<file path="config.mk">
export PLATFORM = sky130hd
export DESIGN_NAME = fi_fd_join
export DESIGN_NICKNAME = d
export VERILOG_FILES = /design/src/rtl/fi_fd_join.sv
export SDC_FILE = /design/constraint.sdc
export NUM_CORES = 1
export LEC_CHECK = 0
export CAP_MARGIN = 15
export CORE_MARGIN = 2
export CORE_UTILIZATION = 45
export DETAILED_ROUTE_END_ITERATION = 10
export PLACE_DENSITY = 0.74
export SLEW_MARGIN = 20
export SYNTH_ARGS = -nofsm -noshare
export SYNTH_HDL_FRONTEND = slang
export SYNTH_HIERARCHICAL = 1
export SYNTH_SLANG_ARGS = --single-unit
</file>
<file path="constraint.sdc">
create_clock -name clk -period 8.56 [get_ports clk]
set_clock_uncertainty 0.15 [all_clocks]
set_input_delay 1.284 -clock clk [delete_from_list [all_inputs] [get_ports clk]]
set_output_delay 1.284 -clock clk [all_outputs]
set_load 0.03 [all_outputs]
</file>
<file path="src/rtl/fi_fd_join.sv">
// Joins the insertion (f_i) and deletion (f_d) MULT_ADD result streams.
// Each side is buffered in an in-order FIFO; a pair leaves when both heads exist.

module fi_fd_join_fifo #(
  parameter int DEPTH = 4,
  parameter int TAG_W = 8
) (
  input  logic             clk,
  input  logic             reset,
  input  logic             push_valid,
  input  logic [63:0]      push_result,
  input  logic [TAG_W-1:0] push_tag,
  input  logic             pop,
  output logic [63:0]      head_result,
  output logic [TAG_W-1:0] head_tag,
  output logic             not_empty,
  output logic             stall,
  output logic             drop
);
  localparam int AW = $clog2(DEPTH);
  localparam logic [AW:0] CNT_FULL = (AW+1)'(DEPTH);
  localparam logic [AW:0] CNT_SKID = (AW+1)'(DEPTH - 1);

  logic [63:0]      mem_result [DEPTH];
  logic [TAG_W-1:0] mem_tag    [DEPTH];
  logic [AW-1:0]    wr_ptr, rd_ptr;
  logic [AW:0]      count;
  logic             full, push;

  // A full FIFO still accepts a push when the head leaves in the same cycle.
  assign full        = (count == CNT_FULL);
  assign push        = push_valid && (!full || pop);
  assign drop        = push_valid && full && !pop;
  assign not_empty   = (count != '0);
  assign stall       = (count >= CNT_SKID);
  assign head_result = mem_result[rd_ptr];
  assign head_tag    = mem_tag[rd_ptr];

  always_ff @(posedge clk) begin
    if (reset) begin
      wr_ptr <= '0;
      rd_ptr <= '0;
      count  <= '0;
    end else begin
      if (push) wr_ptr <= wr_ptr + 1'b1;
      if (pop)  rd_ptr <= rd_ptr + 1'b1;
      case ({push, pop})
        2'b10:   count <= count + 1'b1;
        2'b01:   count <= count - 1'b1;
        default: count <= count;
      endcase
    end
  end

  // NOTE: storage is deliberately not reset; the count gates every read, so
  // stale contents are never observed and the array maps onto plain RAM.
  always_ff @(posedge clk) begin
    if (push && !reset) begin
      mem_result[wr_ptr] <= push_result;
      mem_tag[wr_ptr]    <= push_tag;
    end
  end
endmodule

module fi_fd_join #(
  parameter int DEPTH = 4,
  parameter int TAG_W = 8
) (
  input  logic             clk,
  input  logic             reset,
  input  logic [63:0]      i_result,
  input  logic             i_done,
  input  logic [TAG_W-1:0] i_tag,
  input  logic [63:0]      d_result,
  input  logic             d_done,
  input  logic [TAG_W-1:0] d_tag,
  input  logic             global_stall,
  output logic [63:0]      f_i,
  output logic [63:0]      f_d,
  output logic [TAG_W-1:0] tag_out,
  output logic             done,
  output logic             stall_i,
  output logic             stall_d,
  output logic             tag_error,
  output logic             overflow
);
  logic [63:0]      head_i, head_d;
  logic [TAG_W-1:0] head_tag_i, head_tag_d;
  logic             ne_i, ne_d, drop_i, drop_d, pop;

  assign pop = ne_i && ne_d && !global_stall;

  fi_fd_join_fifo #(.DEPTH(DEPTH), .TAG_W(TAG_W)) u_fifo_i (
    .clk(clk), .reset(reset), .push_valid(i_done), .push_result(i_result),
    .push_tag(i_tag), .pop(pop), .head_result(head_i), .head_tag(head_tag_i),
    .not_empty(ne_i), .stall(stall_i), .drop(drop_i)
  );

  fi_fd_join_fifo #(.DEPTH(DEPTH), .TAG_W(TAG_W)) u_fifo_d (
    .clk(clk), .reset(reset), .push_valid(d_done), .push_result(d_result),
    .push_tag(d_tag), .pop(pop), .head_result(head_d), .head_tag(head_tag_d),
    .not_empty(ne_d), .stall(stall_d), .drop(drop_d)
  );

  // NOTE: registered outputs use non-blocking assignments so every flop
  // samples pre-edge values regardless of statement order.
  always_ff @(posedge clk) begin
    if (reset) begin
      f_i       <= '0;
      f_d       <= '0;
      tag_out   <= '0;
      done      <= 1'b0;
      tag_error <= 1'b0;
      overflow  <= 1'b0;
    end else begin
      if (!global_stall) begin
        done <= pop;
        if (pop) begin
          f_i     <= head_i;
          f_d     <= head_d;
          tag_out <= head_tag_i;
        end
      end
      if (pop && (head_tag_i != head_tag_d)) tag_error <= 1'b1;
      if (drop_i || drop_d)                  overflow  <= 1'b1;
    end
  end
endmodule

</file>
==> results of run 1 <==
==> routing by layer <==
layer,vias to the layer above,global-route usage (%)
met4,18,4.65
met3,102,5.29
met1,7080,23.5
met5,-,0
met2,440,28.2
li1,6313,-
==> flip-flops by register name, summed over array words and instances (netlist names), named ones only <==
name and cells:
done 1, f_d 64, f_i 64, overflow 1, tag_error 1, tag_out 8, u_fifo_d/count 3, u_fifo_d/mem_result 256
u_fifo_d/mem_tag 32, u_fifo_d/rd_ptr 2, u_fifo_d/wr_ptr 2, u_fifo_i/count 3, u_fifo_i/mem_result 256, u_fifo_i/mem_tag 32, u_fifo_i/rd_ptr 2, u_fifo_i/wr_ptr 2
==> logic make-up (layout without fill, tap and decap cells) <==
| kind of cell | count (synthesis) | in the layout | synth area share [%] |
|---|---|---|---|
| adder cells (fa/ha/maj) | 10 | 10 | 0.521 |
| buffers and inverters | 100 | 465 | 2.40 |
| other | 0 | 6 | 0 |
| flip-flops | 733 | 733 | 76.0 |
| XOR/XNOR | 14 | 14 | 0.456 |
| AND/OR/NAND/NOR | 323 | 323 | 5.12 |
| AO/OA/AOI/OAI | 163 | 163 | 3.33 |
| multiplexers | 146 | 146 | 12.2 |
==> synthesized netlist by cell type, types with 3 or more instances <==
master	number	share of area (%)
inv_1	13	0.18
nor3b_1	10	0.28
o21ai_0	6	0.11
nor3_1	3	0.056
buf_6	20	0.84
xor2_1	4	0.13
buf_1	3	0.042
nor2_1	14	0.20
buf_2	29	0.54
ha_1	8	0.37
dfxtp_1	157	12
xnor2_1	10	0.33
buf_4	17	0.47
nand2_1	277	3.9
edfxtp_1	576	64
a21oi_1	143	2.7
clkbuf_1	15	0.21
mux4_2	144	12
==> metrics by stage <==
stage               power, uW  std cells  worst slack, ns  area [sq um]  hold slack, ns
floorplan                4860       1489            0.384         26900           0.335
global placement         5160       2483             2.90         30400           0.292
detailed placement       5190       2483             2.82         30400           0.295
CTS                      8450       2624             3.47         32900           0.304
global route             8650       2627             3.25         33000           0.320
finish                   8350       2633             3.50         33000           0.301
==> area by class of cell <==
cell class / instances / area share [%]
diodes: 6 / 0.0455
clock buffers: 110 / 6.72
clock inverters: 31 / 0.903
inverters: 14 / 0.175
multi-input cells: 656 / 17.7
flip-flops and latches: 733 / 62.0
well taps: 773 / 2.93
repair buffers: 310 / 9.45
==> worst register-to-register path: stages, from the launching register on <==
cell,delay (ns)
dfxtp_1,0.53
or3_1,0.26
nand3b_4,0.73
inv_6,0.97
nor4b_4,0.13
nand2b_4,0.22
nor3b_2,0.21
buf_4,0.43
buf_4,0.63
==> final timing paths <==
kind | start | endpoint | slack (ns) | depth (start not counted)
setup / recovery | global_stall | u_fifo_i/mem_tag[1][1] | 3.50 | 8
hold / removal | f_d[34] | f_d[34] | 0.30 | 2
setup reg to reg | u_fifo_i/count[0] | u_fifo_i/mem_tag[1][1] | 3.86 | 8
hold reg to reg | f_d[34] | f_d[34] | 0.30 | 2
==> cells in the final DEF (no fill, tap or decap), types with 5 or more instances in the layout <==
cell and n:
edfxtp_1 576, clkdlybuf4s50_1 288, nand2_1 277, dfxtp_1 153, mux4_2 144, a21oi_1 143
clkbuf_16 80, clkbuf_1 20, buf_4 17, nor2_1 14, inv_1 13, clkinv_2 12
xnor2_1 10, clkbuf_8 10, nor3b_2 8, ha_1 8, diode_2 6, o21ai_0 6
clkinvlp_4 6, clkinv_1 5
==> power groups by stage <==
stage          Combinational (uW)  Clock [uW]  Sequential (uW)
6_report                      969        3250             4130
5_1_grt                      1040        3450             4150
4_1_cts                       984        3330             4140
3_5_place_dp                  978           0             4210
3_3_place_gp                  963           0             4200
2_1_floorplan                 570           0             4290
==> metrics.txt, run 1 <==
Total Nets Final=1950; IO buf count=around 290; final hold violation count=0; Worst-path clk slew=roughly 0.060 ns; Synth Instances=1489; Via-to-Cell Ratio=about 5.3; wire length of the first global-routing pass=around 84000 microns; fill count=approximately 4500; cell internal pwr=roughly 6400 uW; Cell variety after synth=39; switching pwr=~2000 uW; crit-path leading delay family=buffers and inverters; clock sink count=733; type of the worst setup path=in2reg; wl on met1=between 20000 and 25000 microns; CTS root buf=clkbuf_16; Warnings, synthesis=6; Fin Setup TNS=0 ns; CP Launch Type=primary input; highest clock rate=198 MHz; DRT antenna net count=0; sequential share of power=49.5%; Worst EP required=8.64 ns; post-CTS setup buffers=0; post-CTS resize count=0; Final min period=approximately 5.1 ns; CTS buffer count=76; Max-slew headroom=a little over a quarter; Met3 Routed Length=between 4000 and 5000 microns; First DRT Iteration DRCs=between 900 and 1000; Worst Path Buf+Inv=4; die height=between 200 and 250 microns; CP Max Fanout=73; Seq cells post-synth=about 730; sw frac=between 20% and 30%; sequential cell area=slightly above 20000 sq um; worst hold path type=reg2reg; Power Density=between 200 and 300 nW/um^2; CP most frequent cell=buf_4; layout cells sized above 1=around 17%; initial antenna violation count=12; sequential fraction of the synthesis area=76.0%; clock power share=about two fifths; Layout Utilization=a little under three fifths; # hold bufs at CTS=0; highest metal layer with signal wires=met5; Setup crit end kind=flip-flop; detailed placement HPWL=31500 microns; Avg Cell Area, Syn=~18 sq um; footprint of the multi-input gates=between 5000 and 6000 sq um; Async SR Flop Fraction=0%; Initial Utilization=a little under half; maxcap violations=0; Synth Cell Area=around 27000 sq um; largest stage delay on the critical path=around 0.91 ns; Final period util=approximately 59%; cell at the slowest stage of the critical path=inv_6; GRT Overall Usage=between 10% and 20%; Bufs on Longest Clock Path=3; core area=59000 sq um; status=complete, no violations; H-Tree Depth=3; RSZ-0062 raised after global routing=no; Ports=slightly below 300; Via Count=between 10000 and 15000; TritonCTS clock tree=built; routed len/inst=about 21 microns; VDD IR max=approximately 0.00020 V; worst-margin pin slew=between 1 and 1.5 ns; Die Area=between 60000 and 70000 sq um; dominant synthesized flop cell=edfxtp_1; Net Count, Synth=between 1500 and 2000; LEAKAGE=0.0104 uW; crit path cell chain=clkdlybuf4s50_1 > nand3b_4 > inv_6 > nor4b_4 > nand2b_4 > nor3b_2 > buf_4 > buf_4; final setup fails=0; met2 WL post-DR=between 20000 and 30000 microns; Layout area overhead=22.6%; clock latency on the worst-skew pair=0.62 ns; fin. max-slew vios=0; Post-synth EDFFs=~580; number of global-route vias before repair=around 14000; GRT Residual Overflow=0; GPL Wtd Cong=0.735; Comb pwr share=11.6%; largest net degree at the start of global routing=93; drc violations=0; 1st-pass router iterations=7; Critical Path AT=about 5.1 ns; final WL=around 55000 microns; die width=~250 microns; num rows=89
No activity file was read; power rests on OpenSTA's default activity.
==> run 2: changes to the inputs <==
PLACE_DENSITY = 0.72   (was 0.74)
clock period = 5.3 ns   (was 8.56 ns; I/O delays follow)
==> run 2 against run 1 <==
Clock power up 56%. Combinational power up 61%. Hold slack better by 0.0028 ns. Sequential share of layout area up 0.17 points. Wire length up 0.61%. Worst setup slack worse by 1.2 ns. Flip-flop and latch count unchanged. Utilization down 0.16 points. Global-route usage up 0.16 points.
==> metrics.txt, run 2 (synthesis gave the netlist of run 1 again) <==
status=complete, no violations; fill count=4506 (+1.0%); largest registers=u_fifo_d/mem_result: 256 flops, u_fifo_i/mem_result: 256 flops; drc violations=0 (unchanged); Critical Path AT=3.37 ns (-1.77 ns); detailed placement HPWL=32000 microns (+1.5%); worst reg2reg setup slack=2.30 ns (-1.56 ns); initial antenna violation count=10 (-2); placed insts=2483 (unchanged); die height=248 microns (unchanged); maxcap violations=0 (unchanged); Worst-path clk slew=0.06 ns (about the same); busiest layer in global routing=met2; DRT antenna net count=0 (unchanged); post-CTS setup buffers=0 (unchanged); VDD IR max=0.000301 V (+48%); Layout area overhead=22.3%; Worst R2R End=f_d[8]; Reg2Reg Depth=6 (-2); Initial Utilization=45.6% (unchanged); final setup fails=0 (unchanged); clock latency on the worst-skew pair=0.60 ns (-0.02 ns); Via Count=14000 (+0.28%); total power=13300 uW (+59%); worst hold path type=reg2reg; GR Layer Usage met3=4.93% (-0.36 points); Final min period=around 3 ns; Place WS=1.73 ns (-1.09 ns); IO buf count=289 (unchanged); crit path cell chain=or3_1 > nand3b_4 > buf_4 > buf_4 > nand2_1 > a21oi_1; LEAKAGE=0.0103 uW (-0.39%); 1st-pass router iterations=5 (-2); Reg-to-Reg Start=u_fifo_i/count[0]; most frequent cells in the layout=576 x edfxtp_1, 288 x clkdlybuf4s50_1, 277 x nand2_1; Setup crit end kind=flip-flop; Power Density=405 nW/um^2 (+60%); CP most frequent cell=buf_4; fin cells=2630 (-0.11%); clock sink count=733 (unchanged); routed len/inst=21.0 microns (+0.73%); type of the worst setup path=reg2reg; wire length of the first global-routing pass=84300 microns (+0.78%); met1 usage=22.9% (-0.62 points); layout cells sized above 1=16.4% (-0.42 points); CP Launch Type=flip-flop; GRT Overall Usage=17.7% (+0.16 points); core area=59000 sq um (unchanged); Bufs on Longest Clock Path=3 (unchanged); cell at the slowest stage of the critical path=buf_4; H-Tree Depth=3 (unchanged); largest net degree at the start of global routing=92 (-1.1%); highest clock rate=333 MHz; # hold bufs at CTS=0 (unchanged); met2 GRT Util=29.5% (+1.3 points); Setup WS post-layout=2.30 ns (-1.20 ns); RSZ-0062 raised after global routing=no; Worst Path Buf+Inv=2 (-2); Die Area=61700 sq um (unchanged); num rows=89 (unchanged); number of global-route vias before repair=14500 (+1.3%); HP Start=tag_out[0]; GPL Wtd Cong=0.728 (-1.1%); Total Nets Final=1950 (unchanged); worst hold endpoint=tag_out[0]; Final period util=56.7%; crit-path leading delay family=buffers and inverters; Via-to-Cell Ratio=5.32 (+0.39%); Max-slew headroom=24.1% (-2.6 points); final WL=55200 microns (+0.61%); CTS root buf=clkbuf_16; Hold Crit Depth=2 (unchanged); CTS buffer count=75 (-1.3%); final hold violation count=0 (unchanged); Ports=290 (unchanged); fin. max-slew vios=0 (unchanged); largest stage delay on the critical path=0.83 ns (-0.08 ns); Worst EP required=5.67 ns (-2.97 ns); GRT Residual Overflow=0 (unchanged); worst-margin pin slew=1.14 ns (+0.0388 ns); post-CTS resize count=0 (unchanged); CP Max Fanout=82 (+12%); die width=248 microns (unchanged); First DRT Iteration DRCs=1053 (+9.6%); commonest non-fill, non-tap cell in the layout=edfxtp_1; TritonCTS clock tree=built
[run 2: changes by cell type in the layout (fill, tap and decap cells not counted), moves of 2 or more]
cell / change
clkinvlp_4: -3
buf_4: -2
buf_6: +2
clkinv_2: +2
clkbuf_8: -5
clkbuf_16: -3
diode_2: -2
clkinv_1: +7
[run 2: worst max-delay path by stage]
stage                 startpoint                        end  slack [ns]  cells after the start
2_1_floorplan       global_stall  u_fifo_d/mem_result[1][0]       -2.39                      8
3_3_place_gp        global_stall                  tag_error        1.71                      7
3_5_place_dp        global_stall                     f_d[2]        1.73                      6
4_1_cts        u_fifo_i/count[0]                    f_i[30]        2.26                      6
5_1_grt        u_fifo_i/count[0]                  tag_error        2.02                      7
6_report       u_fifo_i/count[0]                     f_d[8]        2.30                      6
[run 2: worst register-to-register path: cells and delay by family (launching register included)]
family                 cells  cell delay (ns)
DFF                        1             0.42
buffers and inverters      2             1.37
and+or+nand+nor            3             0.79
AOI/OAI and AO/OA          1             0.20
[run 2: final cells by class]
cell class	count	area, sq um	share of cell area, %
multi-input cells	656	5850	17.8
clock inverters	37	319	0.970
inverters	14	57.6	0.175
diodes	4	10.0	0.0304
clock buffers	102	2070	6.30
repair buffers	311	3150	9.58
flip-flops and latches	733	20500	62.2
well taps	773	967	2.94
[run 2: power breakdown]
part / switching [uW] / internal [uW] / total [uW]
Clock: 2110 / 2950 / 5060
Sequential: 201 / 6490 / 6690
Combinational: 833 / 723 / 1560
[run 2: stage by stage]
stage / TNS [ns] / hold slack, ns / utilization, % / cell area [sq um]
4_1_cts: 0 / 0.304 / 55.5 / 32700
3_3_place_gp: 0 / 0.291 / 51.4 / 30400
3_5_place_dp: 0 / 0.296 / 51.4 / 30400
6_report: 0 / 0.303 / 55.7 / 32900
5_1_grt: 0 / 0.321 / 55.7 / 32900
2_1_floorplan: -1370.39 / 0.335 / - / 26900
[run 2: per-layer routing]
layer,vias to the layer above,wire length [microns]
met5,-,94
li1,6318,-
met2,460,27400
met1,7100,22300
met4,14,1150
met3,100,4260
